--- src/rtl/mrv32_fetch.sv ---
// mrv32 instruction fetch stage: owns the PC, issues in-order word reads to
// instruction memory and buffers {pc, instr} pairs for decode.
module mrv32_fetch #(
    parameter logic [31:0] RESET_PC = 32'h0000_0000,
    parameter int          DEPTH    = 3
) (
    input  logic        clk,
    input  logic        rst,
    output logic        imem_req_valid,
    input  logic        imem_req_ready,
    output logic [31:0] imem_req_addr,
    input  logic        imem_rsp_valid,
    input  logic [31:0] imem_rsp_data,
    input  logic        redirect_valid,
    input  logic [31:0] redirect_pc,
    output logic        if_valid,
    input  logic        if_ready,
    output logic [31:0] if_instr,
    output logic [31:0] if_pc
);
    localparam int CW  = $clog2(DEPTH + 1);
    localparam int CW1 = CW + 1;
    localparam int PW  = $clog2(DEPTH);
    localparam logic [CW:0]   LIMIT = CW1'(DEPTH);
    localparam logic [PW-1:0] LAST  = PW'(DEPTH - 1);

    logic [31:0]   r_pc;
    logic [CW-1:0] r_out_cnt;
    logic [CW-1:0] r_drop_cnt;
    logic [CW-1:0] r_occ;
    logic [PW-1:0] r_wptr;
    logic [PW-1:0] r_rptr;
    logic [PW-1:0] r_tag_wptr;
    logic [PW-1:0] r_tag_rptr;
    logic [31:0]   r_fifo_pc    [DEPTH];
    logic [31:0]   r_fifo_instr [DEPTH];
    logic [31:0]   r_tag        [DEPTH];

    logic          w_accept;
    logic          w_push;
    logic          w_pop;
    logic [CW:0]   w_credit_used;
    logic          w_unused_pc_lsb;

    function automatic logic [PW-1:0] ptr_next(input logic [PW-1:0] p);
        ptr_next = (p == LAST) ? {PW{1'b0}} : p + PW'(1'b1);
    endfunction

    // Credit covers both buffered entries and outstanding reads, so the FIFO never overflows.
    assign w_credit_used   = {1'b0, r_out_cnt} + {1'b0, r_occ};
    assign imem_req_valid  = !rst && !redirect_valid && (w_credit_used < LIMIT);
    assign imem_req_addr   = r_pc;
    assign w_accept        = imem_req_valid && imem_req_ready;
    assign w_push          = imem_rsp_valid && !redirect_valid && (r_drop_cnt == {CW{1'b0}});
    assign w_pop           = if_valid && if_ready;
    assign if_valid        = (r_occ != {CW{1'b0}});
    assign if_instr        = r_fifo_instr[r_rptr];
    assign if_pc           = r_fifo_pc[r_rptr];
    assign w_unused_pc_lsb = ^redirect_pc[1:0];

    // Control state: PC, outstanding/drop counters, FIFO and tag-queue pointers.
    always_ff @(posedge clk or posedge rst) begin
        if (rst) begin
            r_pc       <= RESET_PC;
            r_out_cnt  <= {CW{1'b0}};
            r_drop_cnt <= {CW{1'b0}};
            r_occ      <= {CW{1'b0}};
            r_wptr     <= {PW{1'b0}};
            r_rptr     <= {PW{1'b0}};
            r_tag_wptr <= {PW{1'b0}};
            r_tag_rptr <= {PW{1'b0}};
        end else if (redirect_valid) begin
            // Everything still in flight (minus a response landing now) becomes a drop.
            r_pc       <= {redirect_pc[31:2], 2'b00};
            r_out_cnt  <= r_out_cnt - CW'(imem_rsp_valid);
            r_drop_cnt <= r_out_cnt - CW'(imem_rsp_valid);
            r_occ      <= {CW{1'b0}};
            r_wptr     <= {PW{1'b0}};
            r_rptr     <= {PW{1'b0}};
            r_tag_wptr <= {PW{1'b0}};
            r_tag_rptr <= {PW{1'b0}};
        end else begin
            r_out_cnt <= r_out_cnt + CW'(w_accept) - CW'(imem_rsp_valid);
            r_occ     <= r_occ + CW'(w_push) - CW'(w_pop);
            if (w_accept) begin
                r_pc       <= r_pc + 32'd4;
                r_tag_wptr <= ptr_next(r_tag_wptr);
            end
            if (imem_rsp_valid && (r_drop_cnt != {CW{1'b0}})) begin
                r_drop_cnt <= r_drop_cnt - CW'(1'b1);
            end
            if (w_push) begin
                r_wptr     <= ptr_next(r_wptr);
                r_tag_rptr <= ptr_next(r_tag_rptr);
            end
            if (w_pop) begin
                r_rptr <= ptr_next(r_rptr);
            end
        end
    end

    // Payload storage: request PC tags and buffered {pc, instr}; contents need no reset.
    always_ff @(posedge clk) begin
        if (w_accept) begin
            r_tag[r_tag_wptr] <= r_pc;
        end
        if (w_push) begin
            r_fifo_pc[r_wptr]    <= r_tag[r_tag_rptr];
            r_fifo_instr[r_wptr] <= imem_rsp_data;
        end
    end
endmodule

--- config.mk ---
export PLATFORM = sky130hd
export DESIGN_NAME = mrv32_fetch
export DESIGN_NICKNAME = d
export VERILOG_FILES = /design/src/rtl/mrv32_fetch.sv
export SDC_FILE = /design/constraint.sdc
export NUM_CORES = 1
export LEC_CHECK = 0
export BUFFER_PORTS_ARGS = -buffer_cell sky130_fd_sc_hd__buf_2
export CORE_ASPECT_RATIO = 0.75
export CORE_UTILIZATION = 29
export DETAILED_ROUTE_END_ITERATION = 10
export SLEW_MARGIN = 5
export SYNTH_ARGS = -nofsm -noshare
export SYNTH_HDL_FRONTEND = slang
export SYNTH_SLANG_ARGS = --single-unit
--- constraint.sdc ---
create_clock -name clk -period 10.2 [get_ports clk]
set_input_delay 1.02 -clock clk [delete_from_list [all_inputs] [get_ports clk]]
set_output_delay 1.02 -clock clk [all_outputs]
set_load 0.05 [all_outputs]
Yosys cells after proc, flatten, opt, wreduce, memory -nomap -nowiden
Memories as Yosys holds them, arrays and structs flattened.
Cells that the tools add are included.
{"block": "classes", "eq_ne": 4, "add_sub_neg": 12, "muxes": 22, "n_reduce_logical": 16, "magnitude_cmp": 1}
{"operator": "32-bit 2-to-1 mux", "count": 2}
{"operator": "32-bit by 3-bit adder with 32-bit output, second input constant", "count": 1}
{"operator": "2-bit 2-to-1 mux", "count": 16}
{"operator": "2-bit nonzero test", "count": 6}
{"operator": "2-bit by 1-bit adder with 2-bit output, second input constant", "count": 4}
{"operator": "2-bit equality test, second input constant", "count": 4}
{"operator": "1-bit logical AND", "count": 7}
{"operator": "2-bit by 1-bit subtractor with 2-bit output", "count": 3}
{"operator": "2-bit by 1-bit adder with 2-bit output", "count": 2}
{"operator": "1-bit 2-to-1 mux", "count": 4}
{"operator": "2-bit by 2-bit adder with 3-bit output", "count": 1}
{"operator": "3-bit by 2-bit less-than comparator with 1-bit output, second input constant", "count": 1}
{"operator": "1-bit logical NOT", "count": 2}
{"operator": "2-bit logical NOT", "count": 1}
{"operator": "2-bit by 1-bit subtractor with 2-bit output, second input constant", "count": 1}
{"block": "totals", "ff_bits": 46, "n_memories": 3, "out_inout_bits": 98, "ramBits": 288, "wordCells": 66}
{"memory": "r_fifo_instr", "words": 3, "width": 32, "read_ports": 1, "rd_clocked_by_memory_dff": 0, "write_ports": 1, "line_no": "36", "text": "logic [31:0] r_fifo_instr [DEPTH];"}
{"memory": "r_fifo_pc", "words": 3, "width": 32, "read_ports": 1, "rd_clocked_by_memory_dff": 0, "write_ports": 1, "line_no": "35", "text": "logic [31:0] r_fifo_pc [DEPTH];"}
{"memory": "r_tag", "words": 3, "width": 32, "read_ports": 1, "rd_clocked_by_memory_dff": 0, "write_ports": 1, "line_no": "37", "text": "logic [31:0] r_tag [DEPTH];"}

Depth between registers and ports, before layout
{"block": "logic_depth", "ltp_word": 7, "ltp_mapped": 12, "mapped_depth_nobuf": 11}

Worst setup path after synthesis
No wires, ideal clock.
{"block": "synth_path", "kind": "in2reg", "from": "input redirect_valid", "to": "memory r_fifo_instr[2][0] (enable)", "required_ns": 9.629, "n_path_buf": 0, "setup_slack_ns": 3.748, "arrival_ns": 5.880, "path_stages": 3, "path_cell_list": "clkinv_1 nand3_1 nor3b_1"}
{"block": "synth_via", "elab_chain_cells": 5}
{"element": "start: declaration", "line_no": "14", "text": "input logic redirect_valid,"}
{"element": "1-bit logical NOT", "line_no": "54", "text": "assign w_push = imem_rsp_valid && !redirect_valid && (r_drop_cnt == {CW{1'b0}});"}
{"element": "1-bit logical AND (2 in a row)", "line_no": "54"}
{"element": "1-bit 2-to-1 mux", "line_no": "107", "text": "if (w_push) begin"}
{"element": "1-bit 2-to-1 mux (implied by the code)", "line_no": "109", "text": "r_fifo_instr[r_wptr] <= imem_rsp_data;"}
{"element": "end: declaration", "line_no": "36"}
Every way passes these cells.

Worst setup path in the final report
{"block": "layout_path", "from": "register r_out_cnt[0]", "to": "memory r_tag[1][26] (enable)"}
{"block": "layout_via", "elab_chain_cells": 6}
{"element": "start: declaration", "line_no": "28", "text": "logic [CW-1:0] r_out_cnt;"}
{"element": "start signal: assignment", "line_no": "65", "text": "r_out_cnt <= {CW{1'b0}};"}
{"element": "start signal: assignment", "line_no": "75", "text": "r_out_cnt <= r_out_cnt - CW'(imem_rsp_valid);"}
{"element": "start signal: assignment", "line_no": "83", "text": "r_out_cnt <= r_out_cnt + CW'(w_accept) - CW'(imem_rsp_valid);"}
{"element": "2-bit by 2-bit adder with 3-bit output", "line_no": "50", "text": "assign w_credit_used = {1'b0, r_out_cnt} + {1'b0, r_occ};"}
{"element": "3-bit by 2-bit less-than comparator with 1-bit output", "line_no": "51", "text": "assign imem_req_valid = !rst && !redirect_valid && (w_credit_used < LIMIT);"}
{"element": "1-bit logical AND", "line_no": "51"}
{"element": "1-bit logical AND", "line_no": "53", "text": "assign w_accept = imem_req_valid && imem_req_ready;"}
{"element": "1-bit 2-to-1 mux", "line_no": "104", "text": "if (w_accept) begin"}
{"element": "1-bit 2-to-1 mux (implied by the code)", "line_no": "105", "text": "r_tag[r_tag_wptr] <= r_pc;"}
{"element": "end: declaration", "line_no": "37"}
Every way passes these cells.

==> flow_metrics.env <==
export IMPL_status="finished clean"
export IMPL_reg2reg_depth=7
export IMPL_hp_class="reg2reg"
export IMPL_switchingPower_mw=1.16
export IMPL_avgRoutedWirePerCell_um=17.3
export IMPL_worstHoldEndpoint="r_tag[2][24]$_DFFE_PP_"
export IMPL_setup_viol=0
export IMPL_r2r_end="r_tag[1][26]$_DFFE_PP_"
export IMPL_avgSynthCellArea_um2=14.5
export IMPL_cts_sinks=320
export IMPL_slowest_delay_ns=0.83
export IMPL_crit_path_start="r_out_cnt[0]$_DFF_PP0_"
export IMPL_fillCellCount=4161
export IMPL_die_w_um=244
export IMPL_leakagePower_nw=5.25
export IMPL_cts_buffers=34
export IMPL_maxSlewViolCount=0
export IMPL_critPathLaunchType="flop"
export IMPL_grt_use_total_pct=12.8
export IMPL_clkSlewWorstSetupHoldPaths_ns=0.06
export IMPL_synth_main_ff_cell="edfxtp_1"
export IMPL_clk_latency_ns=0.54
export IMPL_p_sw_share_pct=31.8
export IMPL_synth_edf_count=276
export IMPL_cts_tree="built"
export IMPL_gp_congestion=0.750
export IMPL_ir_drop_mv=0.124
export IMPL_cpMaxStageDelayCell="and2_1"
export IMPL_cp_max_fo=25
export IMPL_ys_warn_count=0
export IMPL_synthTopCellsByArea="edfxtp_1 65%, dfrtp_1 8.6%, mux2i_1 7.5%, o21ai_0 4.4%, nand2_1 4.0%"
export IMPL_netlist_instances=878
export IMPL_ys_seq_area_share_pct=73.7
export IMPL_seq_power_share_pct=45.1
export IMPL_synth_top_area_share_pct=65.1
export IMPL_post_place_ws_ns=5.45
export IMPL_p_clk_share_pct=34.0
export IMPL_synth_cell_types=45
export IMPL_post_cts_setup_buffer_count=0
export IMPL_period_needed_ns=4.48
export IMPL_p_int_mw=2.50
export IMPL_ctsHoldBuffers=0
export IMPL_grt_pass1_wl_um=43200
export IMPL_grt_max_degree=73
export IMPL_hpwlAfterDp_um=17900
export IMPL_tightestPinTransition_ns=1.04
export IMPL_grt_pass1_vias=7246
export IMPL_ant_nets=0
export IMPL_hold_violations=0
export IMPL_path_cells="ha_1 > fa_1 > a2111oi_4 > and2_1 > inv_1 > nor3b_2 > buf_4"
export IMPL_area_delta_synth_final_pct=20.6
export IMPL_finClkSkew_ns=0.0256
export IMPL_endpoint_kind="flop"
export IMPL_coreArea_mm2=0.0434
export IMPL_wl_um=28500
export IMPL_drt_iter0_markers=399
export IMPL_p_comb_share_pct=20.9
export IMPL_synth_area_leader_cell="edfxtp_1"
export IMPL_setup_ws_ns=5.72
export IMPL_die_area_mm2=0.0448
export IMPL_critPathArrivalTime_ns=4.66
export IMPL_async_reset_ff_share_pct=13.8
export IMPL_rows=66
export IMPL_vias=7446
export IMPL_start_util_pct=29.4
export IMPL_drive_above_1_share_pct=22.6
export IMPL_via_per_inst=4.52
export IMPL_crit_required_ns=10.38
export IMPL_fin_tns_setup_ns=0
export IMPL_hold_depth=0
export IMPL_n_antenna_cell=0
export IMPL_relSlewSlack_pct=30.3
export IMPL_max_cap_violations=0
export IMPL_hp_start="imem_req_addr[24]$_DFFE_PP0P_"
export IMPL_grt_setup_unrepaired="false"
export IMPL_antenna_found_initial=0
export IMPL_path_class="reg2reg"
export IMPL_cts_root_buf="clkbuf_16"
export IMPL_syn_area_mm2=0.0127
export IMPL_timing_fmax_mhz=223
export IMPL_ctsResizeCount=0
export IMPL_h_tree_depth=2
export IMPL_cts_buffer_depth=3
export IMPL_rrSetupSlack_ns=5.72
export IMPL_dr_pass1_iters=4
export IMPL_port_buffers=161
export IMPL_p_per_area_mw_per_mm2=238
export IMPL_die_y_um=184
export IMPL_ys_ff_latch=320
export IMPL_fin_crit_sh_pct=43.9
export IMPL_grt_overflow=0
export IMPL_top_level_ports=168
export IMPL_drc=0
export IMPL_nets=1123
export IMPL_power_mw=3.66
export IMPL_r2r_start="r_out_cnt[0]$_DFF_PP0_"
layout make-up:
cell class / instances / area (um^2) / area share [%]
flip-flops and latches: 320 / 9400 / 61.2
multi-input cells: 498 / 3120 / 20.3
repair buffers: 176 / 918 / 5.98
clock buffers: 44 / 908 / 5.91
well taps: 578 / 723 / 4.71
clock inverters: 18 / 233 / 1.52
inverters: 14 / 52.6 / 0.342
per-layer routing:
layer / GRT usage [%] / share of wire [%] / vias up
met2: 20.6 / 47 / 146
met1: 17.5 / 47 / 3646
met4: 3.50 / 1.5 / 0
met5: 0 / 0 / -
li1: - / - / 3617
met3: 2.60 / 4.4 / 37
critical path: cells and delay by family, from the launching register on:
kind            cells  cell delay [ns]
compound gates      1             0.41
fa+ha+maj           2             0.69
buf+inv             2             1.14
simple gates        2             1.47
flops               1             0.40
worst max-delay path by stage:
stage / depth (start not counted) / to / slack (ns)
after floorplan: 3 / r_fifo_instr[2][0]$_DFFE_PP_ / 3.75
after global placement: 7 / r_tag[1][18]$_DFFE_PP_ / 5.55
after detailed placement: 7 / r_tag[1][19]$_DFFE_PP_ / 5.45
after CTS: 7 / r_tag[1][3]$_DFFE_PP_ / 5.71
after global routing: 7 / r_tag[1][3]$_DFFE_PP_ / 5.41
final: 7 / r_tag[1][26]$_DFFE_PP_ / 5.72
placed cells by master (no fill, tap or decap), types with 3 or more instances in the layout:
cell / n
nor3b_2: 4
clkbuf_16: 34
o311ai_0: 6
clkinv_2: 3
a31o_2: 3
xor2_1: 7
nand3_1: 15
bufinv_16: 4
and2_1: 3
clkinv_1: 8
nor3_1: 6
edfxtp_1: 276
and3_1: 3
dfrtp_1: 41
nand4_1: 15
clkbuf_1: 8
a21oi_1: 16
conb_1: 4
nor2_1: 21
mux2i_1: 95
o21ai_0: 113
inv_1: 12
buf_2: 161
a31oi_1: 3
nand2_1: 136
ha_1: 8
o211ai_1: 6
a221o_1: 4
xnor2_1: 4
or3_1: 3
buf_4: 15
synth_stat cells, types with 2 or more instances:
cell type  instances
nand4_1           15
edfxtp_1         276
xnor2_1            4
nor3b_1            6
xor2_1             7
o21ai_0          113
and4_1             2
a221o_1            4
a32oi_1            2
o311ai_0           6
dfrtp_1           44
a31o_2             3
nand2_1          136
inv_1             13
o211ai_1           6
a22oi_1            2
and3_1             3
mux2i_1           95
buf_4              5
and2_1             3
nor3_1             8
buf_1              5
a21oi_1           16
nand3_1           15
clkbuf_1          30
nor2_1            21
ha_1               8
buf_2              9
or3_1              3
a31oi_1            3
cells by family after synthesis:
group | share of synthesized area [%]
AO/OA/AOI/OAI | 7.17
XOR/XNOR | 0.756
AND/OR/NAND/NOR | 7.84
adder cells (fa/ha/maj) | 0.943
buffers and inverters | 2.09
flip-flops | 73.7
other | 0.0294
multiplexers | 7.46
metrics by stage:
| step | util [%] | cells | instance area [um^2] | hold slack, ns |
|---|---|---|---|---|
| 2_1_floorplan | - | 881 | 12700 | 0.514 |
| 3_3_place_gp | 32.8 | 1586 | 14200 | 0.532 |
| 3_5_place_dp | 32.8 | 1586 | 14200 | 0.541 |
| 4_1_cts | 35.4 | 1648 | 15400 | 0.551 |
| 5_1_grt | 35.4 | 1648 | 15400 | 0.588 |
| 6_report | 35.4 | 1648 | 15400 | 0.544 |
power groups by stage:
stage	registers (mW)	clock network (mW)	logic (mW)
floorplan	1.68	0	0.558
global placement	1.68	0	0.771
detailed placement	1.68	0	0.778
CTS	1.65	1.28	0.779
global route	1.67	1.33	0.827
finish	1.65	1.25	0.765
registers in the layout, indices dropped and copies added, names as in the netlist:
register and cells:
r_fifo_instr 96, imem_req_addr 30, r_rptr 2, r_wptr 2, r_tag_rptr 2, r_fifo_pc 90
r_tag_wptr 2, r_out_cnt 2, r_occ 2, r_tag 90, r_drop_cnt 2
Power figures use the tool's default switching activity.
